### config.mk
export PLATFORM = sky130hd
export DESIGN_NAME = serial_subtractor
export DESIGN_NICKNAME = d
export VERILOG_FILES = /design/src/rtl/serial_subtractor.sv
export SDC_FILE = /design/constraint.sdc
export NUM_CORES = 1
export LEC_CHECK = 0
export CORE_ASPECT_RATIO = 0.5
export CORE_UTILIZATION = 45
export CTS_CLUSTER_DIAMETER = 200
export CTS_CLUSTER_SIZE = 8
export DETAILED_ROUTE_END_ITERATION = 10
export GPL_TIMING_DRIVEN = 0
export PLACE_DENSITY = 0.72
export SLEW_MARGIN = 25
export SYNTH_ARGS = -nofsm -noshare
export SYNTH_HDL_FRONTEND = slang
export SYNTH_SLANG_ARGS = --single-unit
### constraint.sdc
create_clock -name clk -period 1.69 [get_ports clk]
set_input_delay 0.169 -clock clk [delete_from_list [all_inputs] [get_ports clk]]
set_output_delay 0.169 -clock clk [all_outputs]
set_load 0.05 [all_outputs]
### src/rtl/serial_subtractor.sv
// Bit-serial unsigned subtractor: computes a - b - bin LSB-first over WIDTH cycles
// behind a valid/ready handshake on both operand and result sides.
module serial_subtractor #(
    parameter int unsigned WIDTH = 8
) (
    input  logic             clk,
    input  logic             rst,
    input  logic             in_valid,
    output logic             in_ready,
    input  logic [WIDTH-1:0] a,
    input  logic [WIDTH-1:0] b,
    input  logic             bin,
    output logic             out_valid,
    input  logic             out_ready,
    output logic [WIDTH-1:0] diff,
    output logic             bout,
    output logic             busy
);

    localparam int unsigned CntW = $clog2(WIDTH);

    typedef enum logic [1:0] {StIdle, StRun, StDone} state_e;

    state_e           state_q, state_d;
    logic [WIDTH-1:0] a_q, a_d;
    logic [WIDTH-1:0] b_q, b_d;
    logic [WIDTH-1:0] res_q, res_d;
    logic             br_q, br_d;
    logic [CntW-1:0]  cnt_q, cnt_d;
    logic [WIDTH-1:0] diff_q, diff_d;
    logic             bout_q, bout_d;
    logic             out_valid_q, out_valid_d;

    logic a0, b0, d_bit, br_next;

    assign a0      = a_q[0];
    assign b0      = b_q[0];
    assign d_bit   = a0 ^ b0 ^ br_q;
    assign br_next = (~a0 & b0) | (~(a0 ^ b0) & br_q);

    always_comb begin
        state_d     = state_q;
        a_d         = a_q;
        b_d         = b_q;
        res_d       = res_q;
        br_d        = br_q;
        cnt_d       = cnt_q;
        diff_d      = diff_q;
        bout_d      = bout_q;
        out_valid_d = out_valid_q;

        unique case (state_q)
            StIdle: begin
                if (in_valid) begin
                    a_d     = a;
                    b_d     = b;
                    br_d    = bin;
                    cnt_d   = '0;
                    state_d = StRun;
                end
            end
            StRun: begin
                res_d = {d_bit, res_q[WIDTH-1:1]};
                a_d   = a_q >> 1;
                b_d   = b_q >> 1;
                br_d  = br_next;
                cnt_d = cnt_q + 1'b1;
                if (cnt_q == CntW'(WIDTH - 1)) begin
                    state_d = StDone;
                end
            end
            StDone: begin
                // First DONE cycle commits the finished result into the output flops.
                if (!out_valid_q) begin
                    diff_d      = res_q;
                    bout_d      = br_q;
                    out_valid_d = 1'b1;
                end else if (out_ready) begin
                    out_valid_d = 1'b0;
                    state_d     = StIdle;
                end
            end
            default: state_d = StIdle;
        endcase
    end

    always_ff @(posedge clk) begin
        if (rst) begin
            state_q     <= StIdle;
            a_q         <= '0;
            b_q         <= '0;
            res_q       <= '0;
            br_q        <= 1'b0;
            cnt_q       <= '0;
            diff_q      <= '0;
            bout_q      <= 1'b0;
            out_valid_q <= 1'b0;
        end else begin
            state_q     <= state_d;
            a_q         <= a_d;
            b_q         <= b_d;
            res_q       <= res_d;
            br_q        <= br_d;
            cnt_q       <= cnt_d;
            diff_q      <= diff_d;
            bout_q      <= bout_d;
            out_valid_q <= out_valid_d;
        end
    end

    assign in_ready  = (state_q == StIdle);
    assign busy      = (state_q == StRun);
    assign out_valid = out_valid_q;
    assign diff      = diff_q;
    assign bout      = bout_q;

endmodule

==> results of run 1 <==
==> critical path: cells and delay by family, from the launching register on <==
kind	cells	cell delay (ps)
simple gates	1	210
flops	1	380
buf+inv	1	560
==> layer usage <==
metal,track usage,part of all wire,vias to the layer above,wire (um)
met5,0,0,-,0
met4,0.0800,0.014,0,45
met3,0.0802,0.057,4,185
met2,0.303,0.42,28,1390
met1,0.240,0.50,614,1650
li1,-,-,652,-
==> worst paths after layout <==
path	startpoint	slack, ps	cells after the start	endpoint
worst max-delay path	state_q[1]$_SDFFE_PP0P_	80	2	in_ready
worst min-delay path	rst	260	2	diff[4]$_SDFFE_PP0P_
worst max register to register	state_q[1]$_SDFFE_PP0P_	250	6	a_q[6]$_SDFFE_PP0P_
worst min register to register	res_q[0]$_SDFFE_PP0N_	470	2	res_q[0]$_SDFFE_PP0N_
==> sequential cells by signal (all words and copies together), names as in the netlist <==
name       count
state_q        2
cnt_q          3
br_q           1
bout           1
a_q            8
diff           8
res_q          8
out_valid      1
b_q            8
==> stage by stage <==
stage          setup slack, ps  cell area [um^2]  TNS, ps  instances  hold WS [ps]
6_report                  79.7              2070        0        254           263
5_1_grt                   10.5              2070        0        254           283
4_1_cts                   5.02              2070        0        255           254
3_5_place_dp              -296              1980     -296        247           459
3_3_place_gp              -280              1980     -280        247           447
2_1_floorplan             96.0              1610        0        168           335
==> synth_stat cells <==
library cell	number
sky130_fd_sc_hd__buf_2	1
sky130_fd_sc_hd__and2b_2	1
sky130_fd_sc_hd__nor2_2	1
sky130_fd_sc_hd__buf_1	1
sky130_fd_sc_hd__nor3b_1	1
sky130_fd_sc_hd__a211oi_1	1
sky130_fd_sc_hd__a21oi_1	23
sky130_fd_sc_hd__inv_4	1
sky130_fd_sc_hd__o21bai_1	1
sky130_fd_sc_hd__buf_4	2
sky130_fd_sc_hd__fa_1	1
sky130_fd_sc_hd__nand2_2	1
sky130_fd_sc_hd__nand2_1	17
sky130_fd_sc_hd__ha_1	2
sky130_fd_sc_hd__o221a_2	15
sky130_fd_sc_hd__a32oi_1	2
sky130_fd_sc_hd__mux2i_1	11
sky130_fd_sc_hd__clkbuf_1	3
sky130_fd_sc_hd__nor2_1	18
sky130_fd_sc_hd__buf_6	2
sky130_fd_sc_hd__a22oi_1	3
sky130_fd_sc_hd__clkbuf_8	1
sky130_fd_sc_hd__inv_1	17
sky130_fd_sc_hd__nor3_1	1
sky130_fd_sc_hd__dfxtp_1	40
sky130_fd_sc_hd__nand2b_1	1
==> power groups by stage <==
stage	combinational (mW)	sequential, mW	clock (mW)
3_5_place_dp	0.227	1.03	0
4_1_cts	0.227	1.01	0.678
5_1_grt	0.247	1.02	0.717
2_1_floorplan	0.146	1.03	0
3_3_place_gp	0.224	1.03	0
6_report	0.225	1.01	0.665
==> cell type report <==
type,count,share of cell area
flip-flops and latches,40,0.388
multi-input cells,100,0.323
repair buffers,31,0.151
clock buffers,6,0.0399
inverters,18,0.0339
plain buffers,9,0.0308
well taps,48,0.0290
clock inverters,2,0.00484
==> cells by family after synthesis <==
logic type / Yosys count / synth area share
AOI/OAI and AO/OA: 45 / 0.211
and+or+nand+nor: 41 / 0.107
DFF: 40 / 0.498
buffers and inverters: 28 / 0.0879
muxes: 11 / 0.0685
adders and majority gates: 3 / 0.0280
==> results.rst, run 1 <==
.. list-table::
   :header-rows: 1

   * - Metric
     - Value
   * - Status
     - complete, no violations
   * - Comb power frac
     - 0.118
   * - Maximum vdd drop
     - approximately 0.62 mV
   * - Type of element capturing the critical path
     - primary output
   * - Mean post-synth cell area
     - approximately 9.6 um^2
   * - Share of layout cells above drive strength 1
     - 0.170
   * - Cts bufs inserted
     - 5
   * - Final max-slew violation count
     - 0
   * - Hold buffer count at cts
     - 0
   * - Remaining design rule violation count
     - 0
   * - Final worst-path cycle share
     - 0.953
   * - Area Growth Syn to Fin
     - 28.7%
   * - Iteration count of the initial detailed-routing pass
     - 4
   * - Sw frac
     - 0.251
   * - Commonest cells after routing, fill and taps aside
     - 39 x sky130_fd_sc_hd__dfxtp_1, 28 x sky130_fd_sc_hd__clkdlybuf4s50_1, 23 x sky130_fd_sc_hd__a21oi_1
   * - Standard cell core area
     - between 3000 and 4000 um^2
   * - Number of distinct library cells after synthesis
     - 26
   * - Sequential fraction of the synthesis area
     - 0.498
   * - Worst endpoint required time
     - ~1500 ps
   * - Clk pwr share
     - 0.349
   * - Dominant cell type by area after synthesis
     - sky130_fd_sc_hd__dfxtp_1
   * - Gr usage total
     - 0.193
   * - Largest fanout on the critical path
     - 7
   * - Number of core rows
     - 14
   * - Peak clock frequency supported by timing
     - 621 MHz
   * - Number of max-capacitance violations reported
     - 0
   * - CTS Sinks
     - 40
   * - Number of nets with antenna violations after detailed routing
     - 0
   * - Vias per std cell
     - ~5.1
   * - Post-synthesis instance total
     - between 150 and 200
   * - Time the worst path needs with I/O delays and setup
     - about 1600 ps
   * - CTS clock-pin slew for the worst setup and hold paths
     - 80 ps
   * - Core utilization of the finished layout
     - 0.649
   * - Io pins
     - 33
   * - Leakage Power
     - between 0.7 and 0.8 nW
   * - Clock H-tree levels
     - 2
   * - Detailed Route Iter0 Violations
     - 44
   * - Number of buffers on the longest clock path
     - 2
   * - Worst Tran Pin Value
     - roughly 500 ps
   * - Internal power contribution
     - approximately 1.4 mW
   * - Number of warnings issued by yosys
     - 0
   * - Library cell contributing the largest single delay on the critical path
     - sky130_fd_sc_hd__dlygate4sd2_1
   * - Total of buffers placed on input and output ports
     - 31
   * - Width of the die
     - slightly below 90 um
   * - DP Wirelength
     - roughly 2300 um
   * - Portion of total power attributed to sequential cells
     - 0.532
   * - Die H
     - 44.3 um
   * - Final-report setup violation count
     - 0
   * - Post-detailed-routing wire length
     - between 3000 and 4000 um
   * - Final Hold Vio Count
     - 0
   * - CP max stage delay
     - 560 ps
   * - Type of the setup path with the least slack
     - reg -> out
   * - Routability-driven placement congestion ratio
     - 0.711
   * - Post-synth net total
     - between 150 and 200
   * - Class of the tightest hold or removal check
     - in -> reg
   * - Switching Power
     - around 480 uW
   * - Antenna violations before repair
     - 0
   * - Residual overflow from global routing
     - 0
   * - Clock Tree Root
     - sky130_fd_sc_hd__clkbuf_8
   * - Sequential cell area
     - between 800 and 900 um^2
   * - Clock tree from TritonCTS
     - done
   * - Vias in the first global route
     - between 1000 and 1500
   * - Clock insertion delay at the later pin of the skew report
     - about 300 ps
   * - Maximum number of pins on one net before global-route repair
     - 13
   * - Area of combinational cells with multiple inputs
     - 668 um^2
   * - Leading post-synthesis cells by cell area
     - sky130_fd_sc_hd__dfxtp_1 50%, sky130_fd_sc_hd__o221a_2 11%, sky130_fd_sc_hd__a21oi_1 7.2%
   * - Type of origin of the critical path
     - flop
   * - Die area
     - about 3800 um^2
   * - CP Cell Sequence
     - nor2_2 -> dlygate4sd2_1
   * - Vias
     - 1298
   * - Resize count post-CTS
     - 8
   * - Top cell type's share of synthesized area
     - 0.498
   * - Post-CTS setup repair buffer count
     - 0
   * - Filler cells
     - around 280
   * - First-pass GRT wire length
     - ~5300 um
   * - Post-layout net count
     - roughly 230
   * - Commonest non-fill, non-tap cell in the layout
     - sky130_fd_sc_hd__dfxtp_1
   * - Final Skew
     - 6.35 ps
   * - WL/cell
     - roughly 13 um
   * - Data arrival time at the worst-slack endpoint
     - ~1400 ps
   * - Power consumption
     - 1.90 mW
   * - Netlist Area Pre-Place
     - 1610 um^2
   * - Worst slew slack as a fraction of its limit
     - 0.656
   * - Power per Cell Area
     - between 900 and 1000 nW/um^2
   * - Flop and latch count out of synthesis
     - 40
   * - Starting density of the core
     - 0.504
   * - Antenna diodes
     - 0
   * - Setup repair after global routing missed its margin
     - no
Power figures use the tool's default switching activity.
==> run 2: changes to the inputs <==
Settings changed: SETUP_SLACK_MARGIN set to 0.2.
==> run 2 against run 1 <==
  * Via count increased by 0.62%
  * Critical endpoint is now busy
  * Clock skew decreased by 1.9 ps
  * Clock power about the same
  * First-iteration DRC count fell by 11%
  * Final cell count rose by 1.6%
  * Flip-flop and latch count unchanged
  * Register-to-register slack better by 80 ps
  * Global-route usage shrank 0.78 points
  * Fmax increased by 11%
  * Die area unchanged
  * Sequential share of layout area shrank 0.73 points
  * Routed wire length shrank 2.6%
==> results.rst, run 2 (synthesis gave the netlist of run 1 again) <==
.. list-table::
   :header-rows: 1

   * - Metric
     - Value
   * - Status
     - complete, no violations
   * - Hold Path Stages
     - 2 (unchanged)
   * - First-pass GRT wire length
     - 5320 um (unchanged)
   * - Starting density of the core
     - 0.504 (unchanged)
   * - Design area
     - 2130 um^2 (+2.7%)
   * - Final worst slack
     - 244 ps (+164 ps)
   * - Total of buffers placed on input and output ports
     - 31 (unchanged)
   * - Power per Cell Area
     - 901 nW/um^2 (-2.0%)
   * - Antenna violations before repair
     - 0 (unchanged)
   * - Post-detailed-routing wire length
     - 3180 um (-2.6%)
   * - Met2 track utilization from global routing
     - 0.303 (unchanged)
   * - Path depth of the worst reg2reg path
     - 4 (-2)
   * - Worst Tran Pin Value
     - 498 ps (-17.0 ps)
   * - Standard cell core area
     - 3190 um^2 (unchanged)
   * - Clock tree from TritonCTS
     - done
   * - Clock insertion delay at the later pin of the skew report
     - 290 ps (about the same)
   * - Worst endpoint required time
     - 1520 ps (about the same)
   * - Number of core rows
     - 14 (unchanged)
   * - Final Skew
     - 4.44 ps (-1.91 ps)
   * - Residual overflow from global routing
     - 0 (unchanged)
   * - Detailed Route Iter0 Violations
     - 39 (-11%)
   * - Vias in the first global route
     - 1173 (+2.4%)
   * - CP max stage delay
     - 360 ps (-200 ps)
   * - Number of buffers on the longest clock path
     - 2 (unchanged)
   * - Post-layout net count
     - 233 (+1.7%)
   * - Library cell contributing the largest single delay on the critical path
     - sky130_fd_sc_hd__dfxtp_4
   * - GR peak layer
     - met2
   * - Sw frac
     - 0.249 (-0.00168)
   * - Post-Route Setup TNS
     - 0 ps (unchanged)
   * - Type of element capturing the critical path
     - primary output
   * - Internal power contribution
     - 1.44 mW (+0.87%)
   * - Beginning of the worst hold path
     - rst
   * - Maximum vdd drop
     - 0.426 mV (-31%)
   * - Clk pwr share
     - 0.347 (-0.002)
   * - Sink of the worst hold path
     - diff[0]$_SDFFE_PP0P_
   * - Final-report setup violation count
     - 0 (unchanged)
   * - Width of the die
     - 86.5 um (unchanged)
   * - Portion of total power attributed to sequential cells
     - 0.528 (-0.004)
   * - DP Wirelength
     - 2190 um (-3.8%)
   * - Vias per std cell
     - 5.06 (-0.94%)
   * - Worst-case setup slack after placement
     - -327 ps (-30.2 ps)
   * - Vias
     - 1306 (+0.62%)
   * - Post-Layout Cell Count
     - 258 (+1.6%)
   * - Type of origin of the critical path
     - flop
   * - Largest fanout on the critical path
     - 10 (+3)
   * - Gr usage total
     - 0.185 (-0.00784)
   * - Remaining design rule violation count
     - 0 (unchanged)
   * - Peak clock frequency supported by timing
     - 692 MHz (+11%)
   * - Time the worst path needs with I/O delays and setup
     - 1450 ps (-164 ps)
   * - Cts bufs inserted
     - 5 (unchanged)
   * - Class of the tightest hold or removal check
     - in -> reg
   * - Number of nets with antenna violations after detailed routing
     - 0 (unchanged)
   * - Endpoint of the most critical register-to-register path
     - a_q[6]$_SDFFE_PP0P_
   * - Reg2Reg Setup Slack
     - 330 ps (+80 ps)
   * - Comb power frac
     - 0.124 (+0.006)
   * - Die H
     - 44.3 um (unchanged)
   * - Final hold slack
     - 268 ps (+4.44 ps)
   * - Routability-driven placement congestion ratio
     - 0.699 (-1.7%)
   * - Met1 Use GR
     - 0.240 (+0.000280)
   * - CTS clock-pin slew for the worst setup and hold paths
     - 80 ps (about the same)
   * - Type of the setup path with the least slack
     - reg -> out
   * - Switching Power
     - 478 uW (about the same)
   * - CTS Sinks
     - 40 (unchanged)
   * - Core utilization of the finished layout
     - 0.667 (+0.0177)
   * - Worst slew slack as a fraction of its limit
     - 0.669 (+0.0127)
   * - Final max-slew violation count
     - 0 (unchanged)
   * - Iteration count of the initial detailed-routing pass
     - 4 (unchanged)
   * - Cell repeated most along the worst path
     - sky130_fd_sc_hd__buf_8
   * - Number of placed cells counting well taps
     - 247 (unchanged)
   * - Commonest non-fill, non-tap cell in the layout
     - sky130_fd_sc_hd__dfxtp_1
   * - Number of max-capacitance violations reported
     - 0 (unchanged)
   * - Leakage Power
     - 0.841 nW (+6.6%)
   * - Io pins
     - 33 (unchanged)
   * - Commonest cells after routing, fill and taps aside
     - 38 x sky130_fd_sc_hd__dfxtp_1, 23 x sky130_fd_sc_hd__a21oi_1, 19 x sky130_fd_sc_hd__clkdlybuf4s50_1
   * - Area Growth Syn to Fin
     - 32.2%
   * - Antenna diodes
     - 0 (unchanged)
   * - CP Cell Sequence
     - nand2b_1 -> buf_6 -> inv_8 -> buf_8 -> buf_8
   * - Fraction of met3 tracks used by global routing
     - 0.0616 (-0.0187)
   * - Die area
     - 3830 um^2 (unchanged)
   * - Final worst-path cycle share
     - 0.856 (-0.0972)
   * - WL/cell
     - 12.3 um (-4.1%)
   * - Total placed instance area
     - 1990 um^2 (+0.25%)
   * - R2R Path Start
     - state_q[1]$_SDFFE_PP0P_
   * - Maximum number of pins on one net before global-route repair
     - 14 (+1)
   * - Final Hold Vio Count
     - 0 (unchanged)
   * - Clock Tree Root
     - sky130_fd_sc_hd__clkbuf_8
   * - Data arrival time at the worst-slack endpoint
     - 1280 ps (-160 ps)
   * - Hold buffer count at cts
     - 0 (unchanged)
   * - Setup repair after global routing missed its margin
     - yes
   * - Clock H-tree levels
     - 2 (unchanged)
   * - Share of layout cells above drive strength 1
     - 0.195 (+0.0253)
   * - Power consumption
     - 1.92 mW (+0.65%)
-- run 2: changes by cell type in the layout (fill, tap and decap cells not counted), moves of 2 or more --
cell / change
sky130_fd_sc_hd__buf_4: +2
sky130_fd_sc_hd__clkinvlp_4: +2
sky130_fd_sc_hd__dfxtp_4: +2
sky130_fd_sc_hd__clkinv_2: -2
sky130_fd_sc_hd__buf_8: +2
sky130_fd_sc_hd__clkdlybuf4s50_1: -9
sky130_fd_sc_hd__dlygate4sd2_1: +9
-- run 2: metal layers --
layer  vias up  wire length, um
met4         0               21
met2        29             1370
met5         -                0
met1       610             1650
li1        662                -
met3         5              148
-- run 2: critical path, delay by kind of cell, from the launching register on --
family	cells	cell delay [ps]
buffers and inverters	4	460
and+or+nand+nor	1	150
DFF	1	360
-- run 2: how the worst max path moves through the flow --
stage	start	end	slack [ps]	cells past startpoint
5_1_grt	state_q[1]$_SDFFE_PP0P_	busy	200	5
2_1_floorplan	state_q[1]$_SDFFE_PP0P_	a_q[0]$_SDFFE_PP0P_	310	4
6_report	state_q[1]$_SDFFE_PP0P_	busy	240	5
4_1_cts	state_q[1]$_SDFFE_PP0P_	busy	10	5
3_5_place_dp	state_q[0]$_SDFFE_PP0P_	busy	-330	5
3_3_place_gp	state_q[0]$_SDFFE_PP0P_	busy	-320	5
-- run 2: repair_timing --
item / in CTS / in global routing
setup endpoints to repair: 12 / 4
hold endpoints to repair: 0 / 0
buffers inserted: 0 / 3
resized for setup: 21 / 10
-- run 2: layout make-up --
class | count | area [um^2]
clock inverters | 2 | 15.0
multi-input cells | 100 | 673
flip-flops and latches | 40 | 808
plain buffers | 10 | 78.8
clock buffers | 6 | 82.6
repair buffers | 34 | 333
well taps | 48 | 60.1
fillers | 290 | 1060
inverters | 18 | 75.1
-- run 2: power by group through the flow --
stage	Sequential, mW	Clock (mW)	Combinational (mW)
finish	1.01	0.666	0.238
CTS	1.01	0.685	0.230
floorplan	1.03	0	0.146
global route	1.02	0.726	0.263
global placement	1.03	0	0.225
detailed placement	1.04	0	0.228
